### config.mk
export PLATFORM = sky130hd
export DESIGN_NAME = cpu_sequencer
export DESIGN_NICKNAME = d
export VERILOG_FILES = /design/src/rtl/cpu_pkg.sv /design/src/rtl/cpu_seq_decode.sv /design/src/rtl/cpu_sequencer.sv
export SDC_FILE = /design/constraint.sdc
export NUM_CORES = 1
export LEC_CHECK = 0
export ABC_AREA = 0
export CAP_MARGIN = 20
export CORE_ASPECT_RATIO = 1.1
export CORE_UTILIZATION = 44
export CTS_CLUSTER_DIAMETER = 80
export CTS_CLUSTER_SIZE = 28
export DETAILED_ROUTE_END_ITERATION = 10
export PLACE_DENSITY = 0.73
export SLEW_MARGIN = 20
export SYNTH_ARGS = -nofsm -noshare
export SYNTH_HDL_FRONTEND = slang
export SYNTH_SLANG_ARGS = --single-unit
### constraint.sdc
create_clock -name clk -period 3.5 [get_ports clk]
set_input_delay 0.7 -clock clk [delete_from_list [all_inputs] [get_ports clk]]
set_output_delay 0.7 -clock clk [all_outputs]
set_load 0.005 [all_outputs]
### src/rtl/cpu_pkg.sv
// Shared definitions for the CPU sequencer: opcodes, FSM states, instruction fields.
package cpu_pkg;

    localparam int unsigned IR_W    = 9;
    localparam int unsigned OPC_HI  = 8;
    localparam int unsigned OPC_LO  = 7;
    localparam int unsigned REG_HI  = 6;
    localparam int unsigned REG_LO  = 5;
    localparam int unsigned ADDR_HI = 4;
    localparam int unsigned ADDR_LO = 0;

    localparam logic [1:0] OP_LOAD  = 2'b00;
    localparam logic [1:0] OP_STORE = 2'b01;
    localparam logic [1:0] OP_ADD   = 2'b10;
    localparam logic [1:0] OP_MUL   = 2'b11;

    // Register index of A3, the low half of the A4|A3 ALU writeback pair
    localparam logic [1:0] REG_PAIR_LO = 2'd2;

    typedef enum logic [2:0] {
        S_IDLE,
        S_MEM,
        S_LD_WB,
        S_STORE,
        S_EXEC,
        S_ALU_WB
    } state_t;

endpackage

### src/rtl/cpu_seq_decode.sv
// Combinational instruction decode: splits an instruction word into opcode, register and address.
module cpu_seq_decode
    import cpu_pkg::*;
(
    input  logic [8:0] ir,
    output logic [1:0] op,
    output logic [1:0] reg_sel,
    output logic [4:0] addr
);

    assign op      = ir[OPC_HI:OPC_LO];
    assign reg_sel = ir[REG_HI:REG_LO];
    assign addr    = ir[ADDR_HI:ADDR_LO];

endmodule

### src/rtl/cpu_sequencer.sv
// Load/store/ALU instruction sequencer with registered control strobes.
// Optional retired-instruction counter enabled by defining CPU_SEQ_PERF_EN.
module cpu_sequencer
    import cpu_pkg::*;
#(
    parameter int unsigned MEM_LAT     = 1,
    parameter int unsigned ALU_TIMEOUT = 15
) (
    input  logic        clk,
    input  logic        rst_n,
    input  logic [8:0]  instr,
    input  logic        instr_valid,
    output logic        instr_ready,
    output logic [4:0]  mem_addr,
    output logic        mem_rd,
    output logic        mem_wr,
    output logic [1:0]  rf_rd_sel,
    output logic [1:0]  rf_wr_sel,
    output logic        rf_wr,
    output logic        rf_wr_src,
    output logic        wb_pair,
    output logic        alu_op,
    output logic        alu_start,
    input  logic        alu_done,
    output logic        err,
`ifdef CPU_SEQ_PERF_EN
    output logic [15:0] retired_cnt,
`endif
    output logic        busy
);

    localparam logic [7:0] MEM_LAST = 8'(MEM_LAT - 1);
    localparam logic [7:0] TMO      = 8'(ALU_TIMEOUT);

    state_t     state, state_nxt;
    logic [8:0] ir, ir_nxt;
    logic [7:0] cnt, cnt_nxt;

    logic [8:0] dec_src;
    logic [1:0] dec_op, dec_reg;
    logic [4:0] dec_addr;

    logic [4:0] mem_addr_nxt;
    logic       mem_rd_nxt, mem_wr_nxt, rf_wr_nxt, rf_wr_src_nxt, wb_pair_nxt;
    logic       alu_op_nxt, alu_start_nxt, err_nxt;
    logic [1:0] rf_rd_sel_nxt, rf_wr_sel_nxt;

    assign instr_ready = (state == S_IDLE);
    assign busy        = ~instr_ready;

    // Outputs are registered on state entry, so IDLE decodes the incoming word and later states the IR
    assign dec_src = (state == S_IDLE) ? instr : ir;

    cpu_seq_decode u_decode (
        .ir      (dec_src),
        .op      (dec_op),
        .reg_sel (dec_reg),
        .addr    (dec_addr)
    );

    always_comb begin
        state_nxt     = state;
        ir_nxt        = ir;
        cnt_nxt       = '0;
        mem_addr_nxt  = mem_addr;
        mem_rd_nxt    = 1'b0;
        mem_wr_nxt    = 1'b0;
        rf_rd_sel_nxt = rf_rd_sel;
        rf_wr_sel_nxt = rf_wr_sel;
        rf_wr_nxt     = 1'b0;
        rf_wr_src_nxt = rf_wr_src;
        wb_pair_nxt   = 1'b0;
        alu_op_nxt    = alu_op;
        alu_start_nxt = 1'b0;
        err_nxt       = 1'b0;
        case (state)
            S_IDLE: begin
                if (instr_valid) begin
                    ir_nxt = instr;
                    case (dec_op)
                        OP_LOAD: begin
                            state_nxt    = S_MEM;
                            mem_rd_nxt   = 1'b1;
                            mem_addr_nxt = dec_addr;
                        end
                        OP_STORE: begin
                            state_nxt     = S_STORE;
                            mem_wr_nxt    = 1'b1;
                            mem_addr_nxt  = dec_addr;
                            rf_rd_sel_nxt = dec_reg;
                        end
                        default: begin
                            state_nxt     = S_EXEC;
                            alu_start_nxt = 1'b1;
                            alu_op_nxt    = dec_op[0];
                        end
                    endcase
                end
            end
            S_MEM: begin
                if (cnt == MEM_LAST) begin
                    state_nxt     = S_LD_WB;
                    rf_wr_nxt     = 1'b1;
                    rf_wr_sel_nxt = dec_reg;
                    rf_wr_src_nxt = 1'b0;
                end else begin
                    cnt_nxt = cnt + 8'd1;
                end
            end
            // cnt is 0 in the start cycle, so alu_done is only honoured from the next cycle on
            S_EXEC: begin
                if (cnt != 8'd0 && alu_done) begin
                    state_nxt     = S_ALU_WB;
                    rf_wr_nxt     = 1'b1;
                    wb_pair_nxt   = 1'b1;
                    rf_wr_src_nxt = 1'b1;
                    rf_wr_sel_nxt = REG_PAIR_LO;
                end else if (cnt == TMO) begin
                    state_nxt = S_IDLE;
                    err_nxt   = 1'b1;
                end else begin
                    cnt_nxt = cnt + 8'd1;
                end
            end
            S_LD_WB, S_STORE, S_ALU_WB: state_nxt = S_IDLE;
            default:                    state_nxt = S_IDLE;
        endcase
    end

    always_ff @(posedge clk) begin
        if (!rst_n) begin
            state     <= S_IDLE;
            ir        <= '0;
            cnt       <= '0;
            mem_addr  <= '0;
            mem_rd    <= 1'b0;
            mem_wr    <= 1'b0;
            rf_rd_sel <= '0;
            rf_wr_sel <= '0;
            rf_wr     <= 1'b0;
            rf_wr_src <= 1'b0;
            wb_pair   <= 1'b0;
            alu_op    <= 1'b0;
            alu_start <= 1'b0;
            err       <= 1'b0;
        end else begin
            state     <= state_nxt;
            ir        <= ir_nxt;
            cnt       <= cnt_nxt;
            mem_addr  <= mem_addr_nxt;
            mem_rd    <= mem_rd_nxt;
            mem_wr    <= mem_wr_nxt;
            rf_rd_sel <= rf_rd_sel_nxt;
            rf_wr_sel <= rf_wr_sel_nxt;
            rf_wr     <= rf_wr_nxt;
            rf_wr_src <= rf_wr_src_nxt;
            wb_pair   <= wb_pair_nxt;
            alu_op    <= alu_op_nxt;
            alu_start <= alu_start_nxt;
            err       <= err_nxt;
        end
    end

`ifdef CPU_SEQ_PERF_EN
    always_ff @(posedge clk) begin
        if (!rst_n) begin
            retired_cnt <= '0;
        end else if ((state == S_LD_WB || state == S_STORE || state == S_ALU_WB)
                     && retired_cnt != '1) begin
            retired_cnt <= retired_cnt + 16'd1;
        end
    end
`endif

endmodule

### Word-level counts from Yosys, hierarchy flattened

Cells that the tools add are included.

| cells by class | value |
|---|---|
| add/subtract/negate cells | 1 |
| multipliers | 0 |
| divide/modulo/power cells | 0 |
| $lt $le $gt $ge | 0 |
| equal/unequal tests | 8 |
| shift-type cells | 0 |
| multiplexer cells | 24 |
| bitwise gates (word level) | 4 |
| reduce and logical (&&, ||, !) cells | 16 |

Operators by type and width:

| kind | count |
|---|---|
| 8-bit two-way mux | 3 |
| 3-bit AND reduction | 6 |
| 8-bit one-hot mux with 2 select lines | 1 |
| 3-bit two-way mux | 4 |
| 9-bit two-way mux | 1 |
| 3-bit one-hot mux with 3 select lines | 1 |
| 8-bit by 1-bit adder with 8-bit output (second input constant) | 1 |
| 8-bit by 4-bit == test with 1-bit output (second input constant) | 1 |
| 8-bit logical NOT | 1 |
| 1-bit two-way mux | 8 |
| 8-bit nonzero test | 1 |
| 2-bit != test (second input constant) | 3 |
| 3-bit one-hot mux with 2 select lines | 1 |
| 2-bit two-way mux | 2 |
| 1-bit inverter | 4 |
| 1-bit one-hot mux with 2 select lines | 2 |
| 2-bit one-hot mux with 2 select lines | 1 |
| 2-bit AND reduction | 2 |
| 3-bit by 1-bit == test with 1-bit output (second input constant) | 1 |
| 3-bit == test (second input constant) | 1 |
| 3-bit logical NOT | 1 |
| 3-bit != test (second input constant) | 1 |
| 3-bit OR reduction | 1 |
| 2-bit by 1-bit == test with 1-bit output (second input constant) | 1 |
| 4 further kinds | 4 |

| word-level totals | value |
|---|---|
| flip-flop bits (word level) | 37 |
| bits in latches | 0 |
| memory bits (writable) | 0 |
| ROM bits | 0 |
| word-level logic and storage cells | 67 |
| memories | 0 |

### Logic depth before layout (Yosys ltp)

Gate-level depths: netlist of run 1.

| logic depth | value |
|---|---|
| word-level depth | 6 |
| gate-level depth with buffers | 6 |
| depth with buffers taken out | 6 |

### By module

Synthesis of run 1 repeated with hierarchy kept, for this count alone.

| second synthesis, totals | value |
|---|---|
| cells, all modules | 209 |
| area, all modules | 1,717.9 µm² |

Modules (own cells, without submodules):

| module | instances | cells an instance | area an instance (µm²) | seq. area each (µm²) |
|---|---|---|---|---|
| cpu_sequencer | 1 | 200 | 1,650.3 | 740.7 |
| cpu_seq_decode | 1 | 9 | 67.6 | 0.0 |

### Worst setup path before layout of run 1

OpenSTA, ideal clock, no wires.

| path | value |
|---|---|
| path type | input -> register |
| start point | input port rst_n |
| end point | register cnt[1] |
| arrival | 1,706 ps |
| required time | 3,435 ps |
| path slack | 1,729 ps |
| cell stages on the path | 4 |
| buffers on the path | 0 |
| cells stage by stage | or4bb_1 > a211oi_2 > nor3_4 > nor2b_1 |

RTL lines:

| what | line | source |
|---|---|---|
| start: declaration | cpu_sequencer.sv:10 | `input logic rst_n,` |
| end signal: assignment | cpu_sequencer.sv:149 | `cnt <= cnt_nxt;` |
| end: declaration | cpu_sequencer.sv:37 | `logic [7:0] cnt, cnt_nxt;` |

### Worst setup path in the final report of run 1

| path | value |
|---|---|
| start point | register state[0] |
| end point | output port instr_ready |

| on the way | value |
|---|---|
| longest elaborated chain between the ends | 1 |

RTL lines:

| what | line | source |
|---|---|---|
| start: declaration | cpu_sequencer.sv:35 | `state_t state, state_nxt;` |
| start signal: assignment | cpu_sequencer.sv:147 | `state <= state_nxt;` |
| 3-bit logical NOT | cpu_sequencer.sv:48 | `assign instr_ready = (state == S_IDLE);` |
| end: declaration | cpu_sequencer.sv:13 | `output logic instr_ready,` |

No other way between the ends.

==> impl_metrics.toml, run 1 <==
[outcome]
status = "completed"

[synth]
synthTopCellsByArea = "dfxtp_1 (47%), a21oi_1 (5.9%), nand2_1 (5.3%)"
netlist_instances = 146
synth_compound_area_frac = 0.151
netlist.top_cell.by_area = "dfxtp_1"
yosys.area_share.adder = 0.0197
synth_nets = 161
synthXorXnorAreaFrac = 0.0413
synth-seq-cells = 30
synth_warnings = 0
synth_simple_gate_area_frac = 0.276
synth_edf_count = 0
synth_top_family_by_area = "simple AND/OR/NAND/NOR gates"
syn_area_um2 = 1270
synth-async-reset-ratio = 0
synth_area_per_cell_um2 = 8.72
synth.top_cell.area_share = 0.472
muxShareOfSynthArea = 0
synth_flop_cell = "dfxtp_1"
seq_area_frac_synth = 0.472
yosysUniqueCellTypes = 35

[critical_path]
reg2reg_depth = 6
endpoint_kind = "primary output"
crit_type = "flop to primary output"
crit_arrival_ps = 1820
crit_path_start_kind = "flop"
required_ps = 2800
r2r-end = "cnt[7]"
critical_path.max_fanout = 12
r2r_slack_ps = 1600
r2r-start = "cnt[0]"

[die]
dieArea_um2 = 3110
core_area_um2 = 2750
fp.dieH_um = 58.4
initial_core_util = 0.462
io_pins = 32
rows = 20
die_w_um = 53.3

[cells_and_area]
final_common_cell = "clkdlybuf4s50_1"
layout.cells.non_filler = 209
n_antenna_cell = 0
multiInputGateArea_um2 = 622
final_cell_mix = "clkdlybuf4s50_1 (31), dfxtp_1 (30), nand2_1 (18)"
n_fill_cell = 282
num-nets-final = 191
register_area_um2 = 601
final_area_um2 = 1640
syn_to_final_growth_pct = 29.0
layout-drive-gt1-share = 0.0739

[routing]
drtAntennaViolNets = 0
viasPerCell = 5.53
vias = 1156
drtPass1Iterations = 4
drt-total-wl_mm = 2.86
drtIter0Drc = 35
post_drt_wl_per_cell_um = 13.7
drc = 0

[sta]
rsz0062_at_grt = "false"
max_freq_ghz = 0.396
period_share = 0.721
slew_viol_final = 0
whs_ps = 456
tns_ps = 0
fin_crit_ps = 2520
tightest_slew_ps = 774
setup_viol = 0
fin_skew_ps = 5.09
maxSlewHeadroom = 0.479
hold_viol = 0

[power]
leakage_nw = 0.619
power_density_nw_per_um2 = 441
peakVddDrop_mv = 0.307
power_uw = 724

[placement]
placed_cells = 202
post_dp_cell_area_um2 = 1600
place_hpwl_mm = 2.05
place.gp.congestion = 0.766
io_buffers = 31

[cts]
h-tree-depth = 2
cts_root_buf = "clkbuf_4"
cts_setup_buffers = 0
cts.reportedPaths.clkPinSlew_ps = 80
tritoncts = "done"
clock_latency_ps = 330
cts_buffer_depth = 2
ctsResizeCount = 0
hold_buffers = 0
numCtsBuffers = 5
clock-sinks = 30

[flow_run]
cap_violations = 0

[hold_path]
hold_class = "flop to flop"
min_to = "rf_rd_sel[1]"
min_from = "rf_rd_sel[1]"
min_path_cells = 2

[global_route]
grt.overflow.total = 0
grt_pass1_vias = 1036
grt_pass1_wl_mm = 4.62
grt_max_degree = 15
antenna_found_initial = 0
grt_usage = 0.207
[per-layer routing]
layer | up-vias | global-route usage | wire length (µm)
li1 | 574 | - | -
met1 | 545 | 0.240 | 1260
met2 | 30 | 0.339 | 1400
met3 | 7 | 0.0568 | 135
met4 | 0 | 0.113 | 59
met5 | - | 0 | 0
[critical path: stages (launching register included)]
cell             delay, ps
dfxtp_1                420
or3_1                  410
inv_1                  150
clkdlybuf4s50_1        510
[layout make-up]
cell class / instances / share of cell area
Tap cell: 33 / 0.0252
Inverter: 4 / 0.00915
Clock buffer: 7 / 0.0274
Timing Repair Buffer: 32 / 0.194
Multi-Input combinational cell: 103 / 0.379
Sequential cell: 30 / 0.366
[Yosys cell counts, drive strengths merged, types with 2 or more instances]
library cell   n
and3           4
nand4          6
nor2b          2
nor4           2
clkbuf         8
nor2          13
o211a          2
nand2         18
inv            4
o22ai          2
and2           2
dfxtp         30
a21oi         15
a211oi         2
nor3           4
xor2           4
xnor2          2
nand3          3
ha             2
o21ai          9
[how the worst max path moves through the flow]
stage	slack [ps]	to	start	depth (start not counted)
finish	980	instr_ready	state[0]	3
global route	910	instr_ready	state[0]	3
CTS	990	instr_ready	state[0]	3
detailed placement	910	cnt[7]	rst_n	5
global placement	970	cnt[1]	rst_n	5
floorplan	1730	cnt[1]	rst_n	4
[stage by stage]
step,setup WS [ps],util
3_5_place_dp,908,0.580
4_1_cts,989,0.596
2_1_floorplan,1730,-
5_1_grt,913,0.596
6_report,977,0.596
3_3_place_gp,967,0.580
[power breakdown]
| group | total, mW | switching (mW) | internal [mW] |
|---|---|---|---|
| Combinational | 0.158 | 0.0794 | 0.0786 |
| Sequential | 0.379 | 0.0181 | 0.361 |
| Clock | 0.187 | 0.111 | 0.0755 |
[sequential cells by signal (all words and copies together), names as in the netlist, 2 cells and up]
signal,cells
cnt,8
mem_addr,5
rf_rd_sel,2
ir,2
rf_wr_sel,2
state,3
[logic make-up (layout without fill, tap and decap cells)]
group	Yosys count	in the layout
AND/OR/NAND/NOR	63	63
flip-flops	30	30
AO/OA/AOI/OAI	32	32
buffers and inverters	13	43
adder cells (fa/ha/maj)	2	2
XOR/XNOR	6	6
Power figures use the tool's default switching activity.
==> run 2, diff against run 1 <==
- clock period: 3.5 -> 2.35 ns (I/O delays scaled with it)
==> run 2 against run 1 <==
Effect of this change: sequential cell count is the same; utilization rose by 1.4 points; setup slack got worse by 870 ps; sequential power grew 49%; count of clock-buffer cells in the layout is the same; first-iteration DRC count is 86% lower; register-to-register slack worse by 1200 ps; wire length down 0.35%; highest routed layer unchanged; total power grew 55%; clock skew increased by 4.3 ps.
==> impl_metrics.toml, run 2 (synthesized netlist as in run 1, its figures left out) <==
[critical_path]
slowest_delay_ps = 500
r2r-start = "cnt[0]"
crit_slowest_cell = "clkdlybuf4s50_1"
r2r-end = "cnt[5]"
reg2reg_depth = 6
endpoint_kind = "primary output"
crit_path_cell_trace = "or3_1 > inv_2 > clkdlybuf4s50_1"
crit_path_start_kind = "flop"
required_ps = 1880
crit_arrival_ps = 1770
cp_num_buf_inv = 2
r2r_slack_ps = 450
crit_type = "flop to primary output"
cpLargestDelayFamily = "buffers and inverters"
critical_path.max_fanout = 7

[global_route]
grt_usage = 0.206
antenna_found_initial = 0
grt_pass1_wl_mm = 4.60
use_met2 = 0.350
grt_max_degree = 15
use_met3 = 0.0879
grtUsageMet1 = 0.216
grt.overflow.total = 0
grt-busiest-layer = "met2"
grt_pass1_vias = 1062

[cts]
h-tree-depth = 2
cts.reportedPaths.clkPinSlew_ps = 90
cts_root_buf = "clkbuf_4"
clock_latency_ps = 330
numCtsBuffers = 5
cts_buffer_depth = 2
hold_buffers = 0
ctsResizeCount = 0
clock-sinks = 30
cts_setup_buffers = 0
tritoncts = "done"

[routing]
drtPass1Iterations = 4
drtIter0Drc = 5
post_drt_wl_per_cell_um = 13.4
drt-total-wl_mm = 2.85
viasPerCell = 5.34
vias = 1137
drtAntennaViolNets = 0
drc = 0

[flow_run]
cap_violations = 0

[placement]
place.gp.congestion = 0.755
io_buffers = 31
preCtsSetupSlack_ps = 176
place_hpwl_mm = 2.09

[cells_and_area]
top_regs = "cnt x8, mem_addr x5, state x3"
syn_to_final_growth_pct = 32.1
layout-drive-gt1-share = 0.111
final_core_util = 0.610
register_area_um2 = 602
top_register = "cnt"
n_antenna_cell = 0
final_cell_mix = "clkdlybuf4s50_1 (31), dfxtp_1 (29), nand2_1 (18)"
final_common_cell = "clkdlybuf4s50_1"
multiInputGateArea_um2 = 622
largest_register_ff_count = 8
n_fill_cell = 263
num-nets-final = 194

[die]
rows = 20
io_pins = 32
dieArea_um2 = 3110
die_w_um = 53.3
initial_core_util = 0.462
fp.dieH_um = 58.4
core_area_um2 = 2750

[outcome]
status = "completed"

[power]
peakVddDrop_mv = 0.446
power_mw = 1.12
p_sw_frac = 0.285
p_clk_frac = 0.284
p_sw_uw = 320
combPwrFrac = 0.213
p_seq_frac = 0.503
p_int_uw = 803
power_density_nw_per_um2 = 668
leakage_nw = 0.642

[hold_path]
min_to = "rf_rd_sel[1]"
min_path_cells = 2
min_from = "rf_rd_sel[1]"
hold_class = "flop to flop"

[sta]
max_freq_ghz = 0.447
setup_viol = 0
rsz0062_at_grt = "false"
hold_viol = 0
fin_skew_ps = 9.44
fin_crit_ps = 2240
tightest_slew_ps = 410
setup_slack_ps = 111
maxSlewHeadroom = 0.726
period_share = 0.953
slew_viol_final = 0
tns_ps = 0
-- run 2: worst reg2reg max path, delay by kind of cell, from the launching register on --
family / cells / cell delay [ps]
AND/OR/NAND/NOR: 3 / 920
flip-flops: 1 / 340
AO/OA/AOI/OAI: 1 / 310
adder cells (fa/ha/maj): 1 / 150
buffers and inverters: 1 / 60
-- run 2: metrics by stage --
stage / cell area, µm² / hold WS, ps / std cells
after floorplan: 1270 / 426 / 146
after global placement: 1620 / 442 / 205
after detailed placement: 1620 / 453 / 205
after CTS: 1680 / 468 / 213
after global routing: 1680 / 487 / 213
final: 1680 / 468 / 213
-- run 2: power groups by stage --
stage	Clock [mW]	Combinational, mW	Sequential, mW
final	0.319	0.239	0.565
after global routing	0.351	0.266	0.568
after CTS	0.328	0.240	0.564
after detailed placement	0	0.238	0.576
after global placement	0	0.231	0.574
after floorplan	0	0.137	0.568
-- run 2: area by class of cell --
type | count | share of cell area
sequential | 30 | 0.358
timing repair buffer | 35 | 0.203
tap | 33 | 0.0246
clock inverter | 1 | 0.00298
clock buffer | 7 | 0.0328
multi-input combinational | 103 | 0.370
inverter | 4 | 0.00894
-- run 2: layer usage --
metal	vias up	wire (µm)	share of wire
li1	581	-	-
met2	28	1390	0.49
met5	-	0	0
met3	6	158	0.056
met4	0	48	0.017
met1	522	1250	0.44
-- run 2: worst max path at each step --
stage                            from          end  depth (start not counted)  slack [ps]
after floorplan                cnt[0]       cnt[3]                          6         630
after global placement    instr_valid  mem_addr[2]                          5         190
after detailed placement  instr_valid  mem_addr[1]                          5         180
after global routing         state[1]  instr_ready                          3          20
final                        state[1]  instr_ready                          3         110
after CTS                    state[0]  instr_ready                          3          50
